===== src/rtl/shift_reg_seq_pkg.sv =====
// Shared types for the shift register command sequencer: op codes, select codes, FSM states.
package shift_reg_seq_pkg;

  localparam int unsigned DEF_WIDTH = 4;
  localparam int unsigned DEF_CNT_W = 3;

  typedef enum logic [1:0] {
    OP_LOAD = 2'b00,
    OP_SHR  = 2'b01,
    OP_SHL  = 2'b10,
    OP_ROR  = 2'b11
  } op_e;

  typedef enum logic [1:0] {
    SEL_LOAD = 2'b00,
    SEL_SHR  = 2'b01,
    SEL_SHL  = 2'b10,
    SEL_HOLD = 2'b11
  } sel_e;

  typedef enum logic [1:0] {
    IDLE = 2'b00,
    RUN  = 2'b01,
    FIN  = 2'b10
  } state_e;

  // Rotate-right reuses the right-shift select; only the MSB fill differs.
  function automatic sel_e step_sel(input op_e op);
    case (op)
      OP_LOAD: step_sel = SEL_LOAD;
      OP_SHL:  step_sel = SEL_SHL;
      default: step_sel = SEL_SHR;
    endcase
  endfunction

endpackage


===== src/rtl/shift_reg_seq.sv =====
// Command sequencer driving a 4-bit universal shift register, one step per TICK.
// Optional abort support is enabled with `define SHIFT_REG_SEQ_ABORT_EN.
module shift_reg_seq
  import shift_reg_seq_pkg::*;
#(
  parameter int unsigned WIDTH = DEF_WIDTH,
  parameter int unsigned CNT_W = DEF_CNT_W
) (
  input  logic             CLK,
  input  logic             RESET_N,
  input  logic             TICK,
  input  logic             CMD_VALID,
  output logic             CMD_READY,
  input  logic [1:0]       CMD_OP,
  input  logic [CNT_W-1:0] CMD_COUNT,
  input  logic [WIDTH-1:0] CMD_DATA,
  input  logic             CMD_FILL,
  input  logic [WIDTH-1:0] REG_Q,
`ifdef SHIFT_REG_SEQ_ABORT_EN
  input  logic             ABORT,
  output logic             ABORTED,
`endif
  output logic [1:0]       SR_SEL,
  output logic [WIDTH-1:0] SR_INP,
  output logic             SR_LEFT,
  output logic             SR_RIGHT,
  output logic             BUSY,
  output logic             DONE,
  output logic [CNT_W-1:0] STEPS_LEFT
);

  state_e           r_state, w_state_nxt;
  op_e              r_op, w_op_nxt;
  logic [WIDTH-1:0] r_data, w_data_nxt;
  logic             r_fill, w_fill_nxt;
  logic [1:0]       r_sel, w_sel_nxt;
  logic [WIDTH-1:0] r_inp, w_inp_nxt;
  logic [CNT_W-1:0] r_steps, w_steps_nxt;
  logic             r_aborted, w_aborted_nxt;
  logic             w_unused_q;

  // Only the LSB of the register is needed (rotate feedback).
  assign w_unused_q = ^REG_Q[WIDTH-1:1];

  // State and datapath registers.
  always_ff @(posedge CLK or negedge RESET_N) begin
    if (!RESET_N) begin
      r_state   <= IDLE;
      r_op      <= OP_LOAD;
      r_data    <= '0;
      r_fill    <= 1'b0;
      r_sel     <= SEL_HOLD;
      r_inp     <= '0;
      r_steps   <= '0;
      r_aborted <= 1'b0;
    end else begin
      r_state   <= w_state_nxt;
      r_op      <= w_op_nxt;
      r_data    <= w_data_nxt;
      r_fill    <= w_fill_nxt;
      r_sel     <= w_sel_nxt;
      r_inp     <= w_inp_nxt;
      r_steps   <= w_steps_nxt;
      r_aborted <= w_aborted_nxt;
    end
  end

  // Next state; select defaults to hold so every step lasts exactly one cycle.
  always_comb begin
    w_state_nxt   = r_state;
    w_op_nxt      = r_op;
    w_data_nxt    = r_data;
    w_fill_nxt    = r_fill;
    w_sel_nxt     = SEL_HOLD;
    w_inp_nxt     = r_inp;
    w_steps_nxt   = r_steps;
    w_aborted_nxt = r_aborted;
    case (r_state)
      IDLE: begin
        if (CMD_VALID) begin
          w_op_nxt      = op_e'(CMD_OP);
          w_data_nxt    = CMD_DATA;
          w_fill_nxt    = CMD_FILL;
          w_steps_nxt   = (op_e'(CMD_OP) == OP_LOAD) ? CNT_W'(1) : CMD_COUNT;
          w_aborted_nxt = 1'b0;
          w_state_nxt   = RUN;
        end
      end
      RUN: begin
`ifdef SHIFT_REG_SEQ_ABORT_EN
        if (ABORT) begin
          w_steps_nxt   = '0;
          w_aborted_nxt = 1'b1;
          w_state_nxt   = FIN;
        end else
`endif
        if (r_steps != '0) begin
          if (TICK) begin
            w_sel_nxt   = step_sel(r_op);
            w_inp_nxt   = r_data;
            w_steps_nxt = r_steps - CNT_W'(1);
          end
        end else if (r_sel == SEL_HOLD) begin
          // Last step's select has been sampled by the register; safe to finish.
          w_state_nxt = FIN;
        end
      end
      FIN:     w_state_nxt = IDLE;
      default: w_state_nxt = IDLE;
    endcase
  end

  // Outputs decoded from registered state.
  always_comb begin
    CMD_READY  = (r_state == IDLE);
    BUSY       = (r_state != IDLE);
    DONE       = (r_state == FIN);
    SR_SEL     = r_sel;
    SR_INP     = r_inp;
    STEPS_LEFT = r_steps;
    SR_RIGHT   = r_fill;
    SR_LEFT    = (r_op == OP_ROR) ? REG_Q[0] : r_fill;
`ifdef SHIFT_REG_SEQ_ABORT_EN
    ABORTED    = (r_state == FIN) && r_aborted;
`endif
  end

endmodule

===== config.mk =====
export PLATFORM = sky130hd
export DESIGN_NAME = shift_reg_seq
export DESIGN_NICKNAME = d
export VERILOG_FILES = /design/src/rtl/shift_reg_seq_pkg.sv /design/src/rtl/shift_reg_seq.sv
export SDC_FILE = /design/constraint.sdc
export NUM_CORES = 1
export LEC_CHECK = 0
export ABC_AREA = 1
export CAP_MARGIN = 20
export CORE_MARGIN = 4
export CORE_UTILIZATION = 38
export DETAILED_ROUTE_END_ITERATION = 10
export GPL_TIMING_DRIVEN = 0
export PLACE_DENSITY_LB_ADDON = 0.25
export SLEW_MARGIN = 20
export SYNTH_ARGS = -nofsm -noshare
export SYNTH_HDL_FRONTEND = slang
export SYNTH_SLANG_ARGS = --single-unit

===== constraint.sdc =====
create_clock -name CLK -period 1.1 [get_ports CLK]
set_input_delay 0.275 -clock CLK [delete_from_list [all_inputs] [get_ports CLK]]
set_output_delay 0.275 -clock CLK [all_outputs]
set_load 0.01 [all_outputs]

==> results of run 1 <==
==> cells in the final DEF (no fill, tap or decap), types with 4 or more instances in the layout <==
cell type / synthesis / routed
nand2_1: 28 / 16
dfrtp_1: 16 / 14
buf_6: 2 / 14
clkdlybuf4s50_1: 0 / 13
inv_1: 16 / 12
buf_2: 0 / 10
buf_4: 0 / 10
nand2_2: 1 / 9
nor2_4: 1 / 6
inv_2: 1 / 5
a21oi_2: 4 / 5
nand3_1: 7 / 4
==> per-stage QoR <==
step,setup TNS (ns),cells
after floorplan,-0.308,100
after global placement,-9.46,156
after detailed placement,-9.93,156
after CTS,-2.93,174
after global routing,-4.75,180
final,-3.44,180
==> cells by family after synthesis <==
group           share of synthesized area [%]
fa+ha+maj                                2.88
flops                                    52.1
buf+inv                                  9.93
simple gates                             24.0
compound gates                           11.1
==> report_power, final <==
part	switching [uW]	internal (uW)	total [uW]
Sequential	254	1000	1260
Clock	208	141	349
Combinational	1390	1510	2910
Total	1860	2660	4510
==> registers in the layout, indices dropped and copies added (netlist names) <==
signal,cells
SR_INP,4
SR_RIGHT,1
SR_SEL,2
STEPS_LEFT,3
r_data,4
r_op,2
r_state,2
==> worst max-delay path: stages, from the launching register on <==
cell	delay [ns]
dfrtp_1	0.43
a21oi_2	0.07
a31oi_1	0.15
buf_2	0.15
==> per-layer routing <==
layer  vias up  track usage (%)  wire, um
met4         0             9.15        55
met2        30             28.0      1220
met3         4             3.48       164
met1       399             18.3       930
met5         -                0         0
li1        415                -         -
==> repair_timing <==
action | 4_1_cts | 5_1_grt
buffers inserted | 12 | 6
pin swaps | 10 | 7
resized for setup | 90 | 16
cloned | 2 | 0
hold buffers | 0 | 0
endpoints found under the setup margin | 30 | 47
==> layout make-up <==
| cell class | count | share of cell area [%] |
|---|---|---|
| clock buffers | 4 | 1.73 |
| flip-flops and latches | 18 | 30.1 |
| inverters | 17 | 4.21 |
| plain buffers | 2 | 1.73 |
| well taps | 28 | 2.31 |
| multi-input cells | 63 | 30.8 |
| repair buffers | 48 | 29.1 |
==> final timing paths <==
kind | slack (ns) | endpoint | cells past startpoint
setup / recovery | -0.27 | SR_LEFT | 3
hold / removal | 0.04 | r_state[1] | 1
setup reg to reg | -0.17 | STEPS_LEFT[0] | 8
hold reg to reg | 0.52 | SR_INP[0] | 2
max in group asynchronous | 0.53 | r_state[0] | 1
min in group CLK | 0.52 | SR_INP[0] | 2
==> run_results.csv, run 1 <==
group,metric,value,unit
run_status,run_status,"finished, violations left",
run_status,violations,"setup timing",
final_layout,multi_input_area,467,um^2
place,place_ws,-0.668,ns
detailed_routing,drt_iter0_markers,12,
synth,yosys-top-cells-count,"28 x nand2_1, 16 x dfrtp_1, 16 x inv_1, 7 x nand3_1, 6 x nor2_1",
synth,synth_area_leaders,"dfrtp_1 46%, nand2_1 12%, inv_1 6.9%, dfstp_2 6.0%, a21oi_2 4.0%",
timing,worst_slack,-0.272,ns
synth,synth.largest_area_cell,"dfrtp_1",
synth,postSynthAreaPerCell,8.70,um^2
timing,holdWs,0.0382,ns
floorplanning,die_area,0.00312,mm^2
worst_setup_path,crit_arrival,1.10,ns
worst_setup_path,cp-end-kind,"output pin",
global_route,gr-total-overflow,0,
timing,fin_crit,1.37,ns
global_route,grtUsageTotal,16.2,%
timing,relSlewSlack,47.2,%
synth,syn_inst,100,
floorplanning,die_y,55.8,um
timing,hold_viol,0,
detailed_routing,dr.pass1.iters,4,
timing,skew,0.000945,ns
detailed_routing,wl_per_cell,13.2,um
synth,synth_cell_types,22,
timing,final_max_slew_viol_count,0,
job,drv_cap,0,
synth,synth_fp_nets,120,
clocking,clk_path_buf_depth,2,
synth,async_reset_ff_share,100,%
worst_setup_path,crit_type,"reg -> out",
clocking,clkTransAtPathRegs,0.10,ns
place,dpl.hpwl,1.42,mm
pwr,power_density,2980,mW/mm^2
place,gp_congestion,0.721,
synth,yosysTopAreaCellShare,46.0,%
floorplanning,ios,32,
timing,period_share,125,%
pwr,ir_drop,1.88,mV
timing,tightest_slew,0.790,ns
place,portBuffers,28,
timing,rsz0062_at_grt,"true",
floorplanning,initial_utilization,39.7,%
synth,syn_area,870,um^2
final_layout,drive_above_1_share,52.6,%
clocking,cts_tree,"built",
synth,synth-main-ff-cell,"dfrtp_1",
detailed_routing,viasPerCell,4.71,
global_route,grt_pass1_wl,3.89,mm
final_layout,final-seq-area,455,um^2
worst_setup_path,required,0.82,ns
floorplanning,fp.dieW,55.8,um
global_route,antenna_found_initial,0,
detailed_routing,routed_wl,2.37,mm
clocking,numCtsBuffers,3,
final_layout,area_delta_synth_final,74.2,%
synth,synth-seq-cells,18,
clocking,cts.htree.levels,1,
global_route,grt_pass1_vias,876,
timing,setup_violations,30,
min_path,min_path_type,"in -> async",
final_layout,fillers,167,
worst_setup_path,crit_fanout,3,
timing,fmax,729,MHz
pwr,leakage,0.000760,uW
final_layout,nets,173,
clocking,cts.sinks,18,
detailed_routing,drc,0,
floorplanning,core-area,0.00219,mm^2
place,placed_area,0.00121,mm^2
global_route,grt_max_degree,19,
final_layout,post-route-util,69.2,%
synth,yosysSeqAreaShare,52.1,%
detailed_routing,final_antenna_net_count,0,
synth,yosys_warnings,0,
worst_setup_path,start_kind,"flop",
worst_setup_path,r2r-start,"r_state[1]",
final_layout,antenna_cells,0,
synth,synth_most_common_cell,"nand2_1",
synth,synth-edff-count,0,
clocking,clkLatencyLatePin,0.30,ns
worst_setup_path,worstSetupStartpoint,"r_op[1]",
floorplanning,num_rows,17,
detailed_routing,via_count,848,
final_layout,finalInstanceArea,0.00152,mm^2
clocking,clock-root-buffer,"clkbuf_4",
pwr,p_total,4510,uW
No activity file was read; power rests on OpenSTA's default activity.
==> inputs of run 2 (changes only) <==
- TNS_END_PERCENT: not set -> 5
==> run_results.csv, run 2 (same netlist as run 1, synthesis figures left out) <==
group,metric,value,unit
timing,period_share,125,%
clocking,cts.htree.levels,1,
final_layout,drive_above_1_share,35.9,%
timing,hold_viol,0,
worst_setup_path,rr_endpoint,"STEPS_LEFT[0]",
worst_setup_path,cp-end-kind,"output pin",
clocking,clkLatencyLatePin,0.29,ns
worst_setup_path,crit_fanout,3,
clocking,numCtsBuffers,3,
worst_setup_path,crit_cells,4,
timing,worst_slack,-0.271,ns
pwr,ir_drop,1.36,mV
timing,rsz0062_at_grt,"true",
worst_setup_path,r2r_cells,8,
timing,final_max_slew_viol_count,0,
pwr,internal_power,2280,uW
final_layout,final_common_cell,"nand2_1",
worst_setup_path,path_cells,"buf_6, nor2_4, inv_2, buf_6",
pwr,swShare,40.4,%
worst_setup_path,crit_type,"reg -> out",
place,gp_congestion,0.686,
global_route,grt_max_degree,19,
global_route,antenna_found_initial,0,
run_status,run_status,"finished, violations left",
final_layout,antenna_cells,0,
worst_setup_path,crit_arrival,1.10,ns
run_status,violations,"setup timing",
place,portBuffers,28,
min_path,min_path_type,"in -> async",
detailed_routing,via_count,781,
pwr,clkPwrFrac,10.5,%
worst_setup_path,crit_top_cell,"buf_6",
global_route,grt_pass1_wl,3.33,mm
place,dp.cells,156,
timing,relSlewSlack,48.2,%
timing,setup_violations,27,
worst_setup_path,regToRegSetupSlack,-0.19,ns
worst_setup_path,cp_slowest_stage_delay,0.42,ns
final_layout,layout_common_cells,"27 x nand2_1, 15 x dfrtp_1, 13 x inv_1, 13 x clkdlybuf4s50_1, 10 x buf_2",
final_layout,nets,163,
detailed_routing,drc,0,
global_route,grtUsageTotal,13.6,%
detailed_routing,drt_iter0_markers,9,
clocking,cts.sinks,18,
pwr,switchingPower,1540,uW
worst_setup_path,r2r-start,"r_state[0]",
clocking,hold_buffers,0,
detailed_routing,viasPerCell,4.59,
job,drv_cap,0,
floorplanning,die_y,55.8,um
pwr,pwr-share-seq,30.8,%
detailed_routing,dr.pass1.iters,4,
pwr,leakage,0.000685,uW
final_layout,post-route-util,60.0,%
global_route,gr-total-overflow,0,
worst_setup_path,path_buf_inv,3,
timing,tightest_slew,0.775,ns
detailed_routing,final_antenna_net_count,0,
floorplanning,num_rows,17,
clocking,clk_path_buf_depth,2,
floorplanning,fp.dieW,55.8,um
worst_setup_path,crit_family,"flip-flops",
floorplanning,ios,32,
floorplanning,die_area,0.00312,mm^2
place,dpl.hpwl,1.42,mm
clocking,clkTransAtPathRegs,0.10,ns
final_layout,final_cells,170,
worst_setup_path,crit_slowest_cell,"dfrtp_2",
timing,fin_crit,1.37,ns
worst_setup_path,start_kind,"flop",
detailed_routing,wl_per_cell,11.5,um
detailed_routing,routed_wl,1.95,mm
floorplanning,initial_utilization,39.7,%
pwr,power_density,2900,mW/mm^2
clocking,clock-root-buffer,"clkbuf_4",
floorplanning,core-area,0.00219,mm^2
global_route,grt_pass1_vias,756,
timing,fmax,729,MHz
final_layout,area_delta_synth_final,51.2,%
pwr,pwr-share-comb,58.7,%
clocking,cts_tree,"built",
timing,skew,0.00330,ns
worst_setup_path,required,0.82,ns
[run 2: cell count changes in the layout (fill, tap and decap cells not counted), sizes merged]
cell,delta
buf,-10
[run 2: area by class of cell]
class | count | area (um^2)
Clock buffer | 4 | 36.3
Inverter | 17 | 63.8
Buffer | 2 | 26.3
Timing Repair Buffer | 38 | 320
Sequential cell | 18 | 454
Fill cell | 211 | 876
Tap cell | 28 | 35.0
Multi-Input combinational cell | 63 | 379
[run 2: metrics by stage]
step | hold WS [ns] | instance area, um^2 | TNS (ns) | total power (uW) | setup slack (ns)
after floorplan | -0.0206 | 890 | -0.309 | 2370 | -0.0492
after global routing | 0.107 | 1320 | -5.87 | 4170 | -0.326
after detailed placement | 0.486 | 1200 | -9.67 | 3180 | -0.666
after CTS | 0.456 | 1270 | -4.15 | 3710 | -0.281
final | 0.0418 | 1320 | -3.64 | 3820 | -0.271
after global placement | 0.476 | 1200 | -9.21 | 3120 | -0.638
[run 2: what timing repair did]
action | in CTS | in global routing
setup endpoints to repair | 31 | 32
pin swaps | 5 | 2
setup buffers | 9 | 1
gates resized for setup | 64 | 7
[run 2: worst max-delay path by stage]
| stage | from | endpoint | slack, ns |
|---|---|---|---|
| 2_1_floorplan | STEPS_LEFT[0] | SR_SEL[1] | -0.05 |
| 3_5_place_dp | REG_Q[0] | SR_LEFT | -0.67 |
| 3_3_place_gp | REG_Q[0] | SR_LEFT | -0.64 |
| 5_1_grt | r_state[1] | BUSY | -0.33 |
| 6_report | r_state[1] | BUSY | -0.27 |
| 4_1_cts | r_state[1] | BUSY | -0.28 |
[run 2: metal layers]
metal / vias up / part of all wire [%] / track usage, %
met2: 25 / 48 / 22.3
li1: 397 / - / -
met4: 0 / 1.1 / 5.08
met1: 355 / 42 / 16.7
met3: 4 / 8.3 / 4.41
met5: - / 0 / 0
[run 2: power by group through the flow]
stage,clock (uW),sequential [uW],combinational (uW)
floorplan,0,1290,1080
global placement,0,1230,1890
detailed placement,0,1240,1940
CTS,414,1170,2130
global route,434,1220,2520
finish,400,1180,2240
